===== src/rtl/alu_seq.sv =====
// Handshaked multi-cycle ALU: eight operations at WIDTH bits with registered result, remainder and flags.
// Rotate, shift-duplicate and divide iterate one bit per cycle; arithmetic completes in a single step.
module alu_seq #(
    parameter int WIDTH = 8
) (
    input  logic             clk,
    input  logic             rst,
    input  logic             in_valid,
    output logic             in_ready,
    input  logic [2:0]       sel,
    input  logic [WIDTH-1:0] a,
    input  logic [WIDTH-1:0] b,
    output logic             out_valid,
    input  logic             out_ready,
    output logic [WIDTH-1:0] result,
    output logic [WIDTH-1:0] rem,
    output logic [7:0]       flags
);

    localparam int CW = $clog2(WIDTH + 1);
    localparam logic [1:0] S_IDLE = 2'd0;
    localparam logic [1:0] S_EXEC = 2'd1;
    localparam logic [1:0] S_DONE = 2'd2;
    localparam logic [WIDTH-1:0] WIDTH_V = WIDTH'(WIDTH);
    localparam logic [CW-1:0]    WIDTH_C = CW'(WIDTH);

    logic [1:0]       state_q, state_d;
    logic [CW-1:0]    cnt_q, cnt_d;
    logic [2:0]       sel_q, sel_d;
    logic [WIDTH-1:0] b_q, b_d;
    logic             noop_q, noop_d;
    logic [WIDTH-1:0] work_q, work_d;
    logic [WIDTH-1:0] part_q, part_d;
    logic             c_q, c_d;
    logic             v_q, v_d;
    logic             dz_q, dz_d;
    logic [WIDTH-1:0] result_q, result_d;
    logic [WIDTH-1:0] rem_q, rem_d;
    logic [7:0]       flags_q, flags_d;

    logic [WIDTH-1:0]        rot_n, dup_n;
    logic [CW-1:0]           exec_n;
    logic                    exec_noop;
    logic [WIDTH:0]          sum_w, dif_w, div_t, div_sub;
    logic signed [WIDTH-1:0] a_s, b_s, sum_s, dif_s;

    function automatic logic [7:0] mk_flags(input logic [WIDTH-1:0] res, input logic c,
                                            input logic v, input logic dz, input logic r);
        mk_flags = {1'b0, r, dz, ~^res, v, c, res[WIDTH-1], (res == '0)};
    endfunction

    assign rot_n = b % WIDTH_V;
    assign dup_n = (b >= WIDTH_V) ? WIDTH_V : b;

    // Iteration count loaded at accept; a zero rotate/shift still spends one no-op step
    always_comb begin
        exec_n    = CW'(1);
        exec_noop = 1'b0;
        case (sel)
            3'b100, 3'b101: begin
                exec_noop = (rot_n == '0);
                exec_n    = exec_noop ? CW'(1) : CW'(rot_n);
            end
            3'b110: begin
                exec_noop = (dup_n == '0);
                exec_n    = exec_noop ? CW'(1) : CW'(dup_n);
            end
            3'b111:  exec_n = (b == '0) ? CW'(1) : WIDTH_C;
            default: exec_n = CW'(1);
        endcase
    end

    assign sum_w   = {1'b0, work_q} + {1'b0, b_q};
    assign dif_w   = {1'b0, work_q} - {1'b0, b_q};
    assign a_s     = work_q;
    assign b_s     = b_q;
    assign sum_s   = sum_w[WIDTH-1:0];
    assign dif_s   = dif_w[WIDTH-1:0];
    assign div_t   = {part_q, work_q[WIDTH-1]};
    assign div_sub = div_t - {1'b0, b_q};

    always_comb begin
        state_d  = state_q;
        cnt_d    = cnt_q;
        sel_d    = sel_q;
        b_d      = b_q;
        noop_d   = noop_q;
        work_d   = work_q;
        part_d   = part_q;
        c_d      = c_q;
        v_d      = v_q;
        dz_d     = dz_q;
        result_d = result_q;
        rem_d    = rem_q;
        flags_d  = flags_q;
        case (state_q)
            S_IDLE: begin
                if (in_valid) begin
                    state_d = S_EXEC;
                    cnt_d   = exec_n;
                    noop_d  = exec_noop;
                    sel_d   = sel;
                    b_d     = b;
                    work_d  = a;
                    part_d  = '0;
                    c_d     = 1'b0;
                    v_d     = 1'b0;
                    dz_d    = 1'b0;
                end
            end
            S_EXEC: begin
                if (cnt_q != '0) begin
                    cnt_d = cnt_q - CW'(1);
                    if (!noop_q) begin
                        case (sel_q)
                            3'b000: begin
                                work_d = sum_w[WIDTH-1:0];
                                c_d    = sum_w[WIDTH];
                                v_d    = ((a_s < 0) == (b_s < 0)) && ((sum_s < 0) != (a_s < 0));
                            end
                            3'b001: begin
                                work_d = dif_w[WIDTH-1:0];
                                c_d    = dif_w[WIDTH];
                                v_d    = ((a_s < 0) != (b_s < 0)) && ((dif_s < 0) != (a_s < 0));
                            end
                            3'b010: begin
                                work_d = sum_w[WIDTH-1:0];
                                c_d    = sum_w[WIDTH];
                            end
                            3'b011: begin
                                work_d = dif_w[WIDTH] ? (b_q - work_q) : dif_w[WIDTH-1:0];
                                c_d    = dif_w[WIDTH];
                            end
                            3'b100: begin
                                work_d = {work_q[WIDTH-2:0], work_q[WIDTH-1]};
                                c_d    = work_q[WIDTH-1];
                            end
                            3'b101: begin
                                work_d = {work_q[0], work_q[WIDTH-1:1]};
                                c_d    = work_q[0];
                            end
                            3'b110: begin
                                work_d = {work_q[WIDTH-2:0], 1'b0};
                                c_d    = c_q | work_q[WIDTH-1];
                            end
                            default: begin
                                // Restoring division: quotient shifts in through work_q, partial remainder in part_q
                                if (b_q == '0) begin
                                    work_d = '1;
                                    part_d = work_q;
                                    dz_d   = 1'b1;
                                end else if (div_t >= {1'b0, b_q}) begin
                                    part_d = div_sub[WIDTH-1:0];
                                    work_d = {work_q[WIDTH-2:0], 1'b1};
                                end else begin
                                    part_d = div_t[WIDTH-1:0];
                                    work_d = {work_q[WIDTH-2:0], 1'b0};
                                end
                            end
                        endcase
                    end
                end else begin
                    state_d  = S_DONE;
                    result_d = work_q;
                    rem_d    = (sel_q == 3'b111) ? part_q : '0;
                    flags_d  = mk_flags(work_q, c_q, v_q, dz_q,
                                        (sel_q == 3'b111) && !dz_q && (part_q != '0));
                end
            end
            S_DONE: begin
                if (out_ready) state_d = S_IDLE;
            end
            default: state_d = S_IDLE;
        endcase
    end

    always_ff @(posedge clk) begin
        if (rst) begin
            state_q  <= S_IDLE;
            result_q <= '0;
            rem_q    <= '0;
            flags_q  <= '0;
        end else begin
            state_q  <= state_d;
            result_q <= result_d;
            rem_q    <= rem_d;
            flags_q  <= flags_d;
        end
    end

    always_ff @(posedge clk) begin
        cnt_q  <= cnt_d;
        sel_q  <= sel_d;
        b_q    <= b_d;
        noop_q <= noop_d;
        work_q <= work_d;
        part_q <= part_d;
        c_q    <= c_d;
        v_q    <= v_d;
        dz_q   <= dz_d;
    end

    assign in_ready  = (state_q == S_IDLE);
    assign out_valid = (state_q == S_DONE);
    assign result    = result_q;
    assign rem       = rem_q;
    assign flags     = flags_q;

endmodule


===== config.mk =====
export PLATFORM = sky130hd
export DESIGN_NAME = alu_seq
export DESIGN_NICKNAME = d
export VERILOG_FILES = /design/src/rtl/alu_seq.sv
export SDC_FILE = /design/constraint.sdc
export NUM_CORES = 1
export LEC_CHECK = 0
export ABC_CLOCK_PERIOD_IN_PS = 5060
export BUFFER_PORTS_ARGS = -buffer_cell sky130_fd_sc_hd__buf_2
export CAP_MARGIN = 0
export CORE_MARGIN = 10
export CORE_UTILIZATION = 30
export CTS_CLUSTER_SIZE = 30
export DETAILED_ROUTE_END_ITERATION = 7
export HOLD_SLACK_MARGIN = 0.08
export PLACE_DENSITY = 0.47
export SYNTH_ARGS = -nofsm -noshare
export SYNTH_HDL_FRONTEND = slang
export SYNTH_SLANG_ARGS = --single-unit

===== constraint.sdc =====
create_clock -name clk -period 5.06 [get_ports clk]
set_input_delay 0.759 -clock clk [delete_from_list [all_inputs] [get_ports clk]]
set_output_delay 0.759 -clock clk [all_outputs]
set_load 0.02 [all_outputs]

Yosys cells after proc, flatten, opt, wreduce, memory -nomap -nowiden --
Cells that the tools add are included.
Cells by class: divide/modulo/power cells 0, bitwise gates (word level) 2, $mul 0, magnitude comparators 6, mux-type cells 43, equality and inequality tests 26, shift operators 0, $add $sub $neg 5, reduce and logical (&&, ||, !) cells 29
Operators by type and width (number):
- 8-bit two-way mux | 13
- 8-bit case mux with 6 select lines | 1
- 8-bit logical NOT | 5
- 8-bit by 1-bit < comparator with 1-bit output (second input constant) | 4
- 8-bit case mux with 2 select lines | 2
- 3-bit == test (second input constant) | 8
- 4-bit two-way mux | 4
- 8-bit subtractor | 2
- 5-bit AND reduction | 3
- 2-bit != test (second input constant) | 6
- 4-bit case mux with 3 select lines | 1
- 1-bit two-way mux | 10
- 1-bit case mux with 2 select lines | 5
- 8-bit by 8-bit adder with 9-bit output | 1
- 9-bit by 8-bit greater-or-equal comparator with 1-bit output | 1
- 8-bit by 8-bit subtractor with 9-bit output | 1
- 8-bit by 4-bit greater-or-equal comparator with 1-bit output (second input constant) | 1
- 4-bit case mux with 2 select lines | 1
- 8-bit nonzero test | 1
- 8-bit XNOR reduction | 1
- 7-bit OR reduction | 1
- 3-bit by 2-bit == test with 1-bit output (second input constant) | 2
- 2-bit two-way mux | 3
- 6-bit != test (second input constant) | 1
- 24 further kinds | 33
Word-level totals: bits in read-only memories 0, memory bits (writable) 0, memories 0, logic and storage cells 124, bits in latches 0, register bits after elaboration 60, input port bits 23, output and inout port bits 26

Logic depth before layout (Yosys ltp) --
depth after elaboration 8, mapped depth 11

Worst setup path before layout --
No wires, ideal clock.
path type reg-to-reg, start point register work_q[0], in the netlist a_s[0], end point register work_q[5], in the netlist a_s[5], data pin, library setup time 0.259 ns, cell stages (with the launch flop) 12, slack 2.401 ns, arrival 2.401 ns, data required time 4.801 ns, clock period less this slack 2.659 ns, cells stage by stage edfxtp_1 inv_1 ha_1 inv_1 fa_1 a211oi_2 nor2_2 o21ai_2 mux2_4 a31oi_2 mux2i_1 o21bai_1
Between the ends: word-level cells in the longest chain between the ends 6, elaborated cells on any way between the ends 8
Ends and longest elaborated chain:
- start: declaration | line 32 | logic [WIDTH-1:0] work_q, work_d;
- start signal: assignment | line 196 | work_q <= work_d;
- 8-bit by 8-bit subtractor with 9-bit output / 8-bit subtractor (equally long branches) | line 74, 131
- 8-bit two-way mux | line 131 | work_d = dif_w[WIDTH] ? (b_q - work_q) : dif_w[WIDTH-1:0];
- 8-bit case mux with 6 select lines * | line 115 | case (sel_q)
- 8-bit two-way mux * | line 114 | if (!noop_q) begin
- 8-bit two-way mux * | line 112 | if (cnt_q != '0) begin
- 8-bit case mux with 2 select lines * | line 96 | case (state_q)
- via work_d[5] | line 32
Mark *: on every way through the listed nets, which the timed path passes. The rest lies on a longest branch. The select of a mux whose other input is x is not followed. A chain may end at the register's enable or synchronous reset.

Worst setup path in the final report --
start point register b_q[1], end point register part_q[3], data pin
Between the ends: word-level cells in the longest chain between the ends 7, elaborated cells on any way between the ends 9
Ends and longest elaborated chain:
- start: declaration | line 30 | logic [WIDTH-1:0] b_q, b_d;
- start signal: assignment | line 194 | b_q <= b_d;
- 8-bit subtractor / 9-bit by 8-bit greater-or-equal comparator with 1-bit output (equally long branches) | line 80, 152
- 8-bit two-way mux | line 152 | end else if (div_t >= {1'b0, b_q}) begin
- 8-bit two-way mux * | line 148 | if (b_q == '0) begin
- 8-bit two-way mux * | line 115
- 8-bit two-way mux * | line 114
- 8-bit two-way mux * | line 112
- 8-bit case mux with 2 select lines * | line 96
- end signal: assignment | line 197 | part_q <= part_d;
- end: declaration | line 33 | logic [WIDTH-1:0] part_q, part_d;
Mark *: on every way between the ends. The rest lies on a longest branch, timed or not. The select of a mux whose other input is x is not followed.

==> reports/qor.yml <==
finish:
  fin_util_pct: 34.8
  regArea_um2: 1530
  nets: 592
  antennaDiodeCount: 0
  stdcell_count: 718
  multi_input_comb_area_um2: 2570
  fillers: 1528
  drive_above_1_share_pct: 16.1
  syn_to_final_growth_pct: 14.6
global_route:
  grt_pass1_vias: 4006
  grt_antenna_before_repair: 0
  grtUsageTotal_pct: 12.9
  grt_overflow: 0
  grt_max_degree: 25
  grt_pass1_wl_um: 20600
timing:
  setup_viol: 0
  fin_crit_ps: 2970
  finClkSkew_ps: 6.57
  tightest_slew_ps: 795
  clock.fmax_ghz: 0.336
  worst_hold_slack_ps: 446
  rsz0062_at_grt: "false"
  final-hold-violation-count: 0
  maxSlewViolCount: 0
  finalWorstSetupSlack_ps: 2090
  timing.final.crit_share_pct: 58.8
  fin_setup_tns_ps: 0
  slew_headroom_pct: 46.9
clock_tree:
  clock_latency_ps: 330
  postCtsSetupBuffers: 0
  htreeDepth: 3
  clockRootBuffer: "clkbuf_16"
  numCtsBuffers: 9
  cts_tree: "done"
  cts_hold_buffers: 0
  clock_sinks: 59
  cts_resized: 0
  clock_path_buffers: 2
  clk_pin_slew_ps: 60
route:
  drt_wl_total_um: 12900
  wl_per_cell_um: 17.9
  via_count: 3768
  drt_first_pass_iters: 4
  viasPerCell: 5.25
  antenna_left: 0
  route.detailed.drc: 0
  drt_iter0_markers: 193
yosys:
  ys.warnings.count: 0
  syn-cell-area_um2: 4370
  syn_nets: 561
  synth.top_cells.by_count: "a21oi_1, nand2_1, ha_1, edfxtp_1"
  syn_inst: 498
  ys_ff_latch: 59
  yosysTopAreaCellShare_pct: 24.1
  synth_top_area_cell: "edfxtp_1"
  yosysUniqueCellTypes: 62
  syn_avg_cell_area_um2: 8.77
  synthArstFlopShare_pct: 0
  synth_seq_area_share_pct: 35.1
  yosys-top-cells-area: "edfxtp_1, dfxtp_1, ha_1"
  synth_edf_count: 35
  yosysMostFrequentCell: "a21oi_1"
  synth-main-ff-cell: "edfxtp_1"
place:
  place_ws_ps: 2090
  dp_cells: 702
  gp_congestion: 0.911
  io_buffers: 47
  dp_hpwl_um: 10000
min_path:
  whs_path_depth: 2
  hp-start: "rem[5]"
  holdPathEnd: "rem[5]"
  hold_path.class: "reg2reg"
worst_setup_path:
  cp_data_arrival_time_ps: 3020
  worstReg2RegStart: "b_q[1]"
  worst_setup_path_start_kind: "register"
  required_ps: 5100
  reg2reg_depth: 9
  ff2ff_setup_slack_ps: 2090
  crit_path_end_kind: "register"
  r2r-end: "part_q[3]"
  crit_fanout: 15
  worst-setup-path-type: "reg2reg"
power:
  p_leak_nw: 2.05
  p_per_area_nw_per_um2: 397
  vdd_drop_max_uv: 224
die:
  initial_utilization_pct: 30.4
  chipWidth_um: 141
  io_pins: 49
  die_h_um: 141
  core_area_um2: 14400
  row_count: 44
  floorplan.die_area_um2: 19800
run:
  max-cap-violations: 0
run_status:
  status: "complete, no violations"
## layout make-up
cell class	instances	share of cell area, %
clock buffer	13	5.83
multi-input combinational	380	51.4
inverter	30	2.25
tap	184	4.60
sequential	59	30.6
clock inverter	3	0.325
timing repair buffer	49	5.00
## critical path, cell delays in order, from the launching register on
cell and delay [ps]:
edfxtp_1 590, inv_1 190, ha_1 360, nor2b_4 140
o31ai_2 270, a21oi_2 140, o31ai_4 630, nor3b_1 120
a21oi_1 160, a21oi_1 80
## layer usage
layer  routed length (µm)  share of wire [%]  global-route usage (%)  vias up
li1                     -                  -                       -     1842
met1                 5590                 44                    15.1     1834
met5                    0                  0                       0        -
met4                  250                1.9                    3.91        0
met2                 6480                 50                    22.2       71
met3                  529                4.1                    3.49       21
## power by group
group          switching, mW  total [mW]  internal, mW
Combinational          0.419       0.710         0.291
Clock                  0.218       0.617         0.400
Sequential            0.0803       0.656         0.576
Total                  0.717        1.98          1.27
## placed cells by master (no fill, tap or decap), drive strengths merged, types with 5 or more instances in the layout
master,netlist,routed
a211oi,5,5
a21o,6,6
a21oi,63,63
buf,11,49
clkbuf,18,13
dfxtp,24,24
edfxtp,35,35
ha,36,36
inv,30,31
mux2i,12,12
nand2,61,61
nand2b,7,7
nand3,16,16
nand4,5,5
nor2,31,31
nor2b,7,7
nor3,12,12
o21a,6,6
o21ai,30,30
o22ai,11,11
xnor2,14,14
## worst max-delay path by stage
| stage | endpoint | from |
|---|---|---|
| 2_1_floorplan | a_s[5] | a_s[0] |
| 3_3_place_gp | part_q[2] | b_q[1] |
| 3_5_place_dp | part_q[2] | b_q[1] |
| 4_1_cts | part_q[2] | b_q[1] |
| 5_1_grt | part_q[0] | b_q[1] |
| 6_report | part_q[3] | b_q[1] |
## flip-flops by register name, summed over array words and instances (netlist names)
register and flops:
flags 7, v_q 1, b_q 8, part_q 8, result 7, rem 8
dz_q 1, sel_q 3, state_q 2, noop_q 1, c_q 1, cnt_q 4
a_s 8
## metrics by stage
step / power, mW / cell area [µm²]
5_1_grt: 2.10 / 5000
4_1_cts: 2.00 / 5000
3_5_place_dp: 1.38 / 4690
3_3_place_gp: 1.37 / 4690
2_1_floorplan: 1.20 / 4370
6_report: 1.98 / 5000
## kinds of logic (layout without fill, tap and decap cells)
| family | Yosys count | after routing | share of synthesized area [%] |
|---|---|---|---|
| AO/OA/AOI/OAI | 151 | 151 | 23.0 |
| XOR/XNOR | 17 | 17 | 3.41 |
| adder cells (fa/ha/maj) | 40 | 40 | 12.2 |
| buffers and inverters | 59 | 95 | 6.05 |
| flip-flops | 59 | 59 | 35.1 |
| multiplexers | 13 | 13 | 3.10 |
| other | 1 | 1 | 0.0859 |
| AND/OR/NAND/NOR | 158 | 158 | 17.2 |
No activity file was read; power rests on OpenSTA's default activity.
